## src/rtl/vga_timing_gen.sv

```systemverilog
// vga_timing_gen: 640x480@60 raster counters with registered, mutually aligned sync/blank/strobe outputs
module vga_timing_gen #(
  parameter int H_ACTIVE = 640,
  parameter int H_FP     = 16,
  parameter int H_SYNC   = 96,
  parameter int H_BP     = 48,
  parameter int V_ACTIVE = 480,
  parameter int V_FP     = 10,
  parameter int V_SYNC   = 2,
  parameter int V_BP     = 33,
  parameter bit SYNC_POL = 1'b0
) (
  input  logic       clk_25,
  input  logic       rst,
  input  logic       en,
  output logic [9:0] pixel_x,
  output logic [9:0] pixel_y,
  output logic       hsync,
  output logic       vsync,
  output logic       blank,
  output logic       line_start,
  output logic       frame_start
);
  localparam int H_TOTAL = H_ACTIVE + H_FP + H_SYNC + H_BP;
  localparam int V_TOTAL = V_ACTIVE + V_FP + V_SYNC + V_BP;
  if (H_TOTAL > 1024 || V_TOTAL > 1024) begin : g_size_err
    $error("vga_timing_gen: line or frame total exceeds 10-bit counter range");
  end
  // 11-bit thresholds so a window edge equal to 1024 still compares correctly
  localparam logic [9:0]  H_MAX = 10'(H_TOTAL - 1);
  localparam logic [9:0]  V_MAX = 10'(V_TOTAL - 1);
  localparam logic [10:0] HA    = 11'(H_ACTIVE);
  localparam logic [10:0] HS0   = 11'(H_ACTIVE + H_FP);
  localparam logic [10:0] HS1   = 11'(H_ACTIVE + H_FP + H_SYNC);
  localparam logic [10:0] VA    = 11'(V_ACTIVE);
  localparam logic [10:0] VS0   = 11'(V_ACTIVE + V_FP);
  localparam logic [10:0] VS1   = 11'(V_ACTIVE + V_FP + V_SYNC);
  logic [9:0] h_cnt, v_cnt, h_nxt, v_nxt;
  logic       h_wrap, in_hs, in_vs, in_blank;
  always_comb begin
    h_wrap   = h_cnt == H_MAX;
    h_nxt    = h_wrap ? 10'd0 : h_cnt + 10'd1;
    v_nxt    = !h_wrap ? v_cnt : (v_cnt == V_MAX ? 10'd0 : v_cnt + 10'd1);
    in_hs    = {1'b0, h_cnt} >= HS0 && {1'b0, h_cnt} < HS1;
    in_vs    = {1'b0, v_cnt} >= VS0 && {1'b0, v_cnt} < VS1;
    in_blank = {1'b0, h_cnt} >= HA || {1'b0, v_cnt} >= VA;
  end
  // outputs describe the pixel the counters held before this edge's increment
  always_ff @(posedge clk_25 or posedge rst) begin
    if (rst) begin
      h_cnt       <= '0;
      v_cnt       <= '0;
      pixel_x     <= '0;
      pixel_y     <= '0;
      hsync       <= ~SYNC_POL;
      vsync       <= ~SYNC_POL;
      blank       <= 1'b1;
      line_start  <= 1'b0;
      frame_start <= 1'b0;
    end else if (en) begin
      h_cnt       <= h_nxt;
      v_cnt       <= v_nxt;
      pixel_x     <= h_cnt;
      pixel_y     <= v_cnt;
      hsync       <= in_hs ? SYNC_POL : ~SYNC_POL;
      vsync       <= in_vs ? SYNC_POL : ~SYNC_POL;
      blank       <= in_blank;
      line_start  <= h_cnt == 10'd0;
      frame_start <= h_cnt == 10'd0 && v_cnt == 10'd0;
    end else begin
      line_start  <= 1'b0;
      frame_start <= 1'b0;
    end
  end
endmodule
```

## config.mk

```make
export PLATFORM = sky130hd
export DESIGN_NAME = vga_timing_gen
export DESIGN_NICKNAME = d
export VERILOG_FILES = /design/src/rtl/vga_timing_gen.sv
export SDC_FILE = /design/constraint.sdc
export NUM_CORES = 1
export LEC_CHECK = 0
export CAP_MARGIN = 10
export CELL_PAD_IN_SITES_DETAIL_PLACEMENT = 1
export CELL_PAD_IN_SITES_GLOBAL_PLACEMENT = 1
export CORE_MARGIN = 5
export CORE_UTILIZATION = 45
export DETAILED_ROUTE_END_ITERATION = 10
export MAX_ROUTING_LAYER = met4
export PLACE_DENSITY_LB_ADDON = 0.1
export RECOVER_POWER = 100
export SKIP_LAST_GASP = 1
export SLEW_MARGIN = 20
export SYNTH_ARGS = -nofsm -noshare
export SYNTH_HDL_FRONTEND = slang
export SYNTH_SLANG_ARGS = --single-unit
```

## constraint.sdc

```tcl
create_clock -name clk_25 -period 4.5 [get_ports clk_25]
set_clock_uncertainty 0.1 [all_clocks]
set_input_delay 0.9 -clock clk_25 [delete_from_list [all_inputs] [get_ports clk_25]]
set_output_delay 0.9 -clock clk_25 [all_outputs]
set_load 0.02 [all_outputs]
```

==> After elaboration in Yosys (flattened, before gate mapping) <==
Cells that the tools add are included.
{ "classes": {"addsub": 2, "magnitude_cmp": 6, "eq_ne": 2, "mux": 6, "n_reduce_logical": 7} }
{ "ops": {"columns": ["op", "n"], "rows": [
  ["$add A10 B1 Y10 const B", 2],
  ["$eq A10 B10 Y1 const B", 2],
  ["$ge A10 B10 Y1 const B", 2],
  ["$ge A10 B9 Y1 const B", 2],
  ["$logic_not A10 Y1", 2],
  ["$mux W10", 2],
  ["$lt A10 B10 Y1 const B", 1],
  ["$lt A10 B9 Y1 const B", 1],
  ["$mux W1", 4],
  ["$logic_and A1 B1 Y1", 3],
  ["$reduce_and A2 Y1", 1],
  ["$logic_or A1 B1 Y1", 1]
]} }
{ "word_totals": {"regBits": 45, "input_bits": 3, "output_inout_bits": 25, "wordCells": 32} }

==> Longest topological paths before layout <==
Gate-level depths: netlist of run 1.
{ "logic_depth": {"ltp_word": 3, "mapped_depth": 7, "mapped_depth_nobuf": 6} }

==> Worst setup path after synthesis of run 1 <==
No wires, ideal clock.
{ "synth_path": {"kind": "input -> register", "startpoint": "input en", "endpoint": "register v_cnt[8]", "setup_time_ns": 0.125, "t_arrival_ns": 2.128, "t_required_ns": 4.275, "setup_slack_ns": 2.147, "stages": 5, "n_path_buf": 1, "path_cell_list": "nand4_2 or4_4 clkbuf_8 nor3_1 mux2_2"} }
{ "synth_between": {"elab_chain_cells": 1} }
{ "synth_lines": {"columns": ["element", "line", "rtl"], "rows": [
  ["from (decl)", "15", "input logic en,"],
  ["$reduce_and A2 Y1 (no line)", null, null],
  ["to (signal assigned)", "62", "v_cnt <= v_nxt;"],
  ["to (decl)", "38", "logic [9:0] h_cnt, v_cnt, h_nxt, v_nxt;"]
]} }
No other way between the ends.
A chain may end at the register's enable or synchronous reset.

==> flow_summary.json, run 1 <==
{
  "crit_fanout": 32,
  "violations": "capacitance limit, slew limit",
  "clock-sinks": 45,
  "critPathSlowestCell": "clkbuf_1",
  "yosys.cell_count.top_type": "dfrtp_1",
  "yosys_warnings": 0,
  "drtIter0Drc": 72,
  "r2r_slack_ps": 2060,
  "worstSetupStartpointType": "primary input",
  "avgSynthCellArea_um2": 12.07,
  "drc": 0,
  "reg2reg_depth": 5,
  "grt_first_pass_wirelength_um": 7514,
  "crit_path_end_kind": "flip-flop",
  "async_reset_ff_share_pct": 100.0,
  "cts_resized": 0,
  "tritoncts": "yes",
  "crit_arrival_ps": 3410,
  "netlist.area_leader.share_pct": 49.21,
  "grt_start_max_net_pins": 46,
  "dieArea_mm2": 0.006224,
  "hp-start": "pixel_x[5]",
  "io_buffers": 27,
  "hp-class": "flip-flop to flip-flop",
  "post-cts-setup-buffers": 0,
  "p_int_uw": 704.2,
  "cts_root_buf": "clkbuf_8",
  "whs_endpoint": "pixel_x[5]",
  "die_x_um": 78.89,
  "cts_hold_buf": 0,
  "worstReg2RegStart": "h_cnt[0]",
  "min_path_cells": 1,
  "synth_common_cells": "42 x dfrtp_1, 23 x mux2_2, 11 x nor2_1",
  "synth_nets": 185,
  "fillers": 499,
  "synth-seq-cells": 45,
  "fin_nets": 208,
  "syn_inst": 177,
  "syn2layout_area_growth_pct": 15.64,
  "fin_crit_ps": 3330,
  "netSwitchingFraction_pct": 30.68,
  "finalSetupViolCount": 0,
  "ir_drop_mv": 0.1561,
  "drv_slew": 33,
  "r2r-end": "v_cnt[9]",
  "drive_gt1_share_pct": 20.40,
  "pwr-share-seq_pct": 52.4,
  "synth.distinct_cells": 45,
  "rows": 25,
  "wl_per_cell_um": 17.04,
  "grt_pass1_vias": 1513,
  "synth_area_leader_cell": "dfrtp_1",
  "grt_overflow_total": 0,
  "worstSkewPairLatency_ps": 300,
  "via_count": 1449,
  "finalCritPeriodShare_pct": 74.01,
  "clkPwrFrac_pct": 26.8,
  "cts_buffers": 5,
  "pin_count": 28,
  "core_mm2": 0.004661,
  "antenna_found_initial": 0,
  "clockBufferDepth": 2,
  "combPwrFrac_pct": 20.8,
  "critPathKind": "primary input to flip-flop",
  "cp.required_ps": 4580,
  "cap_violations": 1,
  "seq_area_frac_synth_pct": 52.90,
  "max_freq_mhz": 300.3,
  "hold_viol": 0,
  "gp_congestion": 0.7719,
  "antenna_left": 0,
  "post_dp_cell_area_mm2": 0.002382,
  "firstDrtPassIters": 4,
  "post-dp-hpwl_um": 3028,
  "p_leak_uw": 0.001179,
  "die_y_um": 78.89,
  "clk_pin_slew_ps": 80,
  "synth_flop_cell": "dfrtp_1",
  "synth_edf_count": 0,
  "via_per_inst": 5.682,
  "status": "complete, but fails checks",
  "tns_ps": 0,
  "grt_setup_unrepaired": "false",
  "slowest_delay_ps": 1140,
  "yosys-top-cells-area": "dfrtp_1 49%, mux2_2 12%, dfstp_2 3.7%",
  "tightest_slew_ps": 1554,
  "path_cells": "clkdlybuf4s50_1 -> clkbuf_1 -> and3_1 -> nor2b_1 -> nand4_1 -> mux2i_1",
  "grt.total_usage_pct": 15.83,
  "htreeDepth": 2,
  "p_sw_uw": 311.7,
  "power_density_mw_per_mm2": 411.3,
  "postLayoutCellArea_mm2": 0.002470,
  "diodes": 0,
  "syn_area_mm2": 0.002136,
  "initial_core_util_pct": 45.83,
  "finalWirelength_um": 4345,
  "relSlewSlack_pct": -3.579
}
[worst max-delay path by stage]
stage               startpoint  slack (ps)  depth (start not counted)       end
floorplan                   en        2150                          5  v_cnt[8]
global placement            en        1600                          5  v_cnt[9]
detailed placement          en        1540                          5  v_cnt[9]
CTS                         en        1850                          5  v_cnt[9]
global route                en         930                          6  h_cnt[9]
finish                      en        1170                          6  h_cnt[9]
[sequential cells by signal, summed over array words and instances (netlist names)]
| signal | flops |
|---|---|
| blank | 1 |
| frame_start | 1 |
| hsync | 1 |
| pixel_y | 10 |
| pixel_x | 10 |
| line_start | 1 |
| h_cnt | 10 |
| vsync | 1 |
| v_cnt | 10 |
[power by group through the flow]
stage                     Clock, uW  Combinational, uW  Sequential [uW]
final                           272                212              532
after global routing            302                234              543
after CTS                       285                229              536
after detailed placement          0                227              543
after global placement            0                223              540
after floorplan                   0                167              533
[logic make-up (layout without fill, tap and decap cells)]
family                   count (synthesis)  count (layout)  share of synthesized area [%]
XOR/XNOR                                 9               9                          3.690
AO/OA/AOI/OAI                           17              17                          5.683
adder cells (fa/ha/maj)                  5               5                          2.929
flip-flops                              45              45                          52.90
multiplexers                            24              24                          12.60
AND/OR/NAND/NOR                         58              58                          16.17
buffers and inverters                   19              43                          6.034
[critical path: cells and delay by family]
kind | cells | cell delay [ps]
buffers and inverters | 2 | 1630
multiplexers | 1 | 140
AND/OR/NAND/NOR | 3 | 740
[through the flow]
step / util, % / instances / hold slack [ps] / total power, uW / setup WS, ps
floorplan: - / 177 / 397.7 / 700.0 / 2147
global placement: 51.11 / 247 / 376.5 / 762.4 / 1596
detailed placement: 51.11 / 247 / 394.6 / 770.9 / 1538
CTS: 53.29 / 255 / 414.2 / 1050 / 1854
global route: 52.99 / 255 / 422.0 / 1080 / 930.9
finish: 52.99 / 255 / 404.2 / 1016 / 1170
[layer usage]
layer  GRT usage, %  up-vias  wire length [um]
met3          3.968       11               180
met1          18.72      729              1829
met4          7.045        0                99
met2          25.72       36              2236
met5              -        -                 0
li1               -      673                 -
[cell type report]
class	instances	area (um^2)	area share [%]
flip-flops and latches	45	1130	45.74
multi-input cells	113	867.1	35.11
repair buffers	29	281.5	11.40
clock buffers	7	96.34	3.901
well taps	54	67.56	2.736
inverters	6	22.52	0.9119
clock inverters	1	5.005	0.2026
[cells in the final DEF (no fill, tap or decap), types with 2 or more instances in the layout]
cell type / netlist / layout
nand2_1: 10 / 10
or4_1: 2 / 3
nor3_1: 5 / 5
ha_1: 5 / 5
and3_2: 2 / 2
xnor2_1: 5 / 5
inv_1: 6 / 5
nand4_1: 5 / 6
nor4b_1: 2 / 2
and3_1: 3 / 3
o21ai_0: 4 / 4
dlygate4sd3_1: 0 / 26
dfstp_2: 3 / 3
xor2_1: 4 / 4
a41oi_1: 2 / 2
clkbuf_8: 2 / 7
o31ai_1: 2 / 2
nor2_1: 11 / 11
mux2_2: 23 / 23
nor2b_1: 2 / 2
nor4_1: 3 / 3
nand3_1: 6 / 6
dfrtp_1: 42 / 42
(Power assumes the default switching activity.)
==> inputs of run 2 (changes only) <==
Settings changed: CORE_UTILIZATION 45 to 44.
Clock period 4.5 ns to 3.2 ns, I/O delays scaled along.
==> run 2 against run 1 <==
The run now ends clean. Flip-flop and latch count did not move. Sequential share of layout area rose by 0.28 points. Cell count rose by 5.5%. Via count fell by 1.4%. Register-to-register slack got worse by 1300 ps. Global-route usage rose by 0.65 points. Largest cell class unchanged.
==> flow_summary.json, run 2 (synthesized netlist as in run 1, its figures left out) <==
{
  "drtIter0Drc": 71,
  "post_dp_cell_area_mm2": 0.002414,
  "final_util_pct": 51.97,
  "grt_start_max_net_pins": 33,
  "worstSkewPairLatency_ps": 300,
  "grt.total_usage_pct": 16.48,
  "p_int_uw": 943.8,
  "dieArea_mm2": 0.006347,
  "htreeDepth": 2,
  "p_sw_uw": 438.1,
  "worstSetupStartpointType": "primary input",
  "die_x_um": 79.67,
  "post-cts-setup-buffers": 0,
  "grt_setup_unrepaired": "false",
  "layout_common_cells": "42 x dfrtp_1, 27 x dlygate4sd3_1, 23 x mux2_2, 11 x nor2_1, 10 x nand2_1",
  "cap_violations": 0,
  "startpoint": "en",
  "grt_pass1_vias": 1571,
  "power_density_mw_per_mm2": 562.9,
  "diodes": 0,
  "initial_core_util_pct": 45.22,
  "cts_resized": 0,
  "max_freq_mhz": 374.6,
  "rows": 25,
  "ir_drop_mv": 0.4125,
  "pin_count": 28,
  "hold_viol": 0,
  "p_leak_uw": 0.001144,
  "hp-class": "flip-flop to flip-flop",
  "syn2layout_area_growth_pct": 14.94,
  "core_mm2": 0.004723,
  "cp.required_ps": 3310,
  "multiInputGateArea_um2": 852.1,
  "relSlewSlack_pct": 35.50,
  "totalPowerFinal_uw": 1382,
  "clockBufferDepth": 2,
  "cts_root_buf": "clkbuf_8",
  "crit_fanout": 12,
  "firstDrtPassIters": 4,
  "finalSetupViolCount": 0,
  "pwr-share-seq_pct": 54.3,
  "status": "finished clean",
  "finalWirelength_um": 4530,
  "combPwrFrac_pct": 21.8,
  "fin_crit_ps": 2670,
  "endpoint": "v_cnt[9]",
  "finalCritPeriodShare_pct": 83.43,
  "r2r-end": "v_cnt[9]",
  "drc": 0,
  "clk_pin_slew_ps": 80,
  "fin_nets": 210,
  "tns_ps": 0,
  "worstReg2RegStart": "h_cnt[0]",
  "crit_arrival_ps": 2780,
  "crit_path_end_kind": "flip-flop",
  "cts_buffers": 5,
  "netSwitchingFraction_pct": 31.70,
  "clkPwrFrac_pct": 23.9,
  "io_buffers": 27,
  "critPathKind": "primary input to flip-flop",
  "r2r_slack_ps": 740,
  "drive_gt1_share_pct": 18.81,
  "final_common_cell": "dfrtp_1",
  "wl_per_cell_um": 16.84,
  "gp_congestion": 0.8103,
  "fillers": 515,
  "reg2reg_depth": 5,
  "antenna_left": 0,
  "grt_first_pass_wirelength_um": 7838,
  "seqCellArea_mm2": 0.001130,
  "via_count": 1428,
  "cts_hold_buf": 0,
  "via_per_inst": 5.309,
  "tightest_slew_ps": 967.5,
  "clock-sinks": 45,
  "drv_slew": 0,
  "grt_overflow_total": 0,
  "die_y_um": 79.67,
  "postLayoutCellArea_mm2": 0.002455,
  "tritoncts": "yes",
  "holdWs_ps": 392.4,
  "antenna_found_initial": 0,
  "post-dp-hpwl_um": 3276
}
[run 2: changes by cell type in the layout (fill, tap and decap cells not counted), sizes merged]
cell           previous run  this run
clkbuf                    8         9
clkdlybuf4s50             1         0
dlygate4sd3              26        27
[run 2: worst max-delay path, cell delays in order]
cell and delay (ps):
dlygate4sd3_1 550, nand4_1 180, or4_1 660, or4_1 570, a22oi_1 170
[run 2: power by group through the flow]
stage          Combinational, uW  Sequential, uW  Clock (uW)
5_1_grt                      333             765         373
6_report                     301             750         331
4_1_cts                      327             759         343
2_1_floorplan                235             749           0
3_5_place_dp                 324             770           0
3_3_place_gp                 311             765           0
[run 2: worst min path at each step]
stage / startpoint / to / depth (start not counted)
global placement: vsync / vsync / 2
floorplan: v_cnt[7] / v_cnt[7] / 1
detailed placement: vsync / vsync / 2
CTS: vsync / vsync / 2
global route: pixel_y[5] / pixel_y[5] / 1
finish: vsync / vsync / 2
[run 2: stage by stage]
stage | setup WS [ps] | std cells
after floorplan | 1107 | 177
after detailed placement | 499.2 | 262
final | 530.2 | 269
after global placement | 557.4 | 262
after global routing | 456.7 | 269
after CTS | 800.1 | 269
[run 2: layer usage]
layer | global-route usage, % | share of wire, %
met1 | 20.19 | 46
met2 | 26.54 | 48
met3 | 4.515 | 4.1
met5 | - | 0
met4 | 5.155 | 1.5
[run 2: layout make-up]
class                      instances  area share, %
tap                               67          3.415
clock inverter                     1         0.2039
sequential                        45          46.02
inverter                           6         0.9174
multi-input combinational        113          34.71
timing repair buffer              31          11.77
clock buffer                       6          2.956
==> inputs of run 3 (changes only) <==
Settings changed: CORE_UTILIZATION 44 to 39.
Clock period 3.2 ns to 2.3 ns, I/O delays scaled along.
==> run 3 against run 2 <==
Critical path depth is the same. Clock power grew 60%. Count of clock-buffer cells in the layout grew 1. First-iteration DRC count shrank 66%. Hold slack gained 8.5 ps. Largest cell class unchanged. Flip-flop and latch count is the same. Register-to-register slack lost 590 ps. Largest power group unchanged.
==> flow_summary.json, run 3 (synthesized netlist as in run 1, its figures left out) <==
{
  "cts_hold_buf": 0,
  "crit_arrival_ps": 2260,
  "finalSetupViolCount": 0,
  "firstDrtPassIters": 4,
  "antenna_found_initial": 0,
  "htreeDepth": 2,
  "worstSetupStartpointType": "flip-flop",
  "layout_common_cells": "42 x dfrtp_1, 26 x dlygate4sd3_1, 23 x mux2_2, 11 x nor2_1, 10 x nand2_1",
  "drive_gt1_share_pct": 22.86,
  "grt_pass1_vias": 1597,
  "tritoncts": "yes",
  "die_y_um": 84,
  "fillers": 601,
  "combPwrFrac_pct": 25.7,
  "p_int_uw": 1418,
  "cp.required_ps": 2410,
  "netSwitchingFraction_pct": 30.94,
  "drtIter0Drc": 24,
  "grt_overflow_total": 0,
  "max_freq_mhz": 464.6,
  "clk_pin_slew_ps": 80,
  "diodes": 0,
  "grt_setup_unrepaired": "false",
  "multiInputGateArea_um2": 877.1,
  "final_common_cell": "dfrtp_1",
  "crit_fanout": 6,
  "p_sw_uw": 635.1,
  "dieArea_mm2": 0.007056,
  "r2r_slack_ps": 150,
  "layout.cells.non_filler": 282,
  "fin_crit_ps": 2153,
  "syn2layout_area_growth_pct": 19.63,
  "crit_path_end_kind": "flip-flop",
  "relSlewSlack_pct": 41.66,
  "cts_buffers": 5,
  "initial_core_util_pct": 39.51,
  "clkPwrFrac_pct": 25.8,
  "drc": 0,
  "wl_per_cell_um": 17.17,
  "via_count": 1498,
  "clock-sinks": 45,
  "finalCritPeriodShare_pct": 93.59,
  "cts_root_buf": "clkbuf_8",
  "pre_cts_slack_ps": -131.9,
  "pin_count": 28,
  "power_density_mw_per_mm2": 803.5,
  "gp_congestion": 0.8321,
  "place_inst": 274,
  "io_buffers": 27,
  "via_per_inst": 5.312,
  "hold_viol": 0,
  "drv_slew": 0,
  "cts_resized": 0,
  "cap_violations": 0,
  "hp-class": "flip-flop to flip-flop",
  "rows": 27,
  "clockBufferDepth": 2,
  "core_mm2": 0.005405,
  "grt_start_max_net_pins": 33,
  "pwr-share-seq_pct": 48.5,
  "status": "finished clean",
  "tightest_slew_ps": 875.2,
  "die_x_um": 84,
  "grt_first_pass_wirelength_um": 8128,
  "setup_slack_ps": 147.5,
  "post-dp-hpwl_um": 3474,
  "grt.total_usage_pct": 14.88,
  "ir_drop_mv": 0.2931,
  "p_leak_uw": 0.001220,
  "post-cts-setup-buffers": 0,
  "fin_nets": 217,
  "critPathKind": "flip-flop to flip-flop",
  "worstSkewPairLatency_ps": 290,
  "antenna_left": 0,
  "seqCellArea_mm2": 0.001130,
  "finalWirelength_um": 4841
}
## run 3: cell types whose count changed in the layout (fill, tap and decap cells not counted), sizes merged
| cell | delta |
|---|---|
| clkbuf | +3 |
| buf | +5 |
| dlygate4sd3 | -1 |
| clkdlybuf4s50 | +1 |
## run 3: through the flow
step                      total power [uW]  hold WS, ps  setup TNS, ps  cell area [um^2]  utilization, %
after global routing                  2172        417.7              0              2555           47.27
after CTS                             2120        408.1              0              2586           47.85
after floorplan                       1370        397.7              0              2136               -
after global placement                1548        378.1         -83.57              2485           45.97
after detailed placement              1574        389.6         -249.2              2485           45.97
final                                 2053        400.9              0              2555           47.27
## run 3: final timing paths
| path | start | to | cells past startpoint |
|---|---|---|---|
| max | h_cnt[0] | v_cnt[9] | 5 |
| min | vsync | vsync | 2 |
| max reg2reg | h_cnt[0] | v_cnt[9] | 5 |
| min reg2reg | vsync | vsync | 2 |
| max in group asynchronous | rst | pixel_y[3] | 3 |
| min in group asynchronous | rst | h_cnt[4] | 2 |
## run 3: cell type report
cell class | count | share of cell area (%)
Inverter | 6 | 0.8815
Multi-Input combinational cell | 113 | 34.33
Timing Repair Buffer | 38 | 13.08
Clock buffer | 7 | 3.771
Sequential cell | 45 | 44.22
Clock inverter | 1 | 0.1959
Tap cell | 72 | 3.526
## run 3: critical path, stage by stage, from the launching register on
cell	delay [ps]
dfrtp_1	450
ha_1	250
nand4_2	130
or4_4	480
or4_1	510
a22oi_1	160
## run 3: metal layers
layer  vias up  GRT usage [%]  wire (um)
met5         -              -          0
met4         0          5.848        111
met3        11          3.258        119
met2        27          26.25       2612
met1       769          16.25       1997
li1        691              -          -
## run 3: power groups by stage
stage               Sequential [uW]  Clock [uW]  Combinational [uW]
floorplan                      1040           0                 327
global placement               1010           0                 540
detailed placement             1020           0                 556
CTS                            1000         555                 563
global route                   1010         583                 577
finish                          995         530                 527
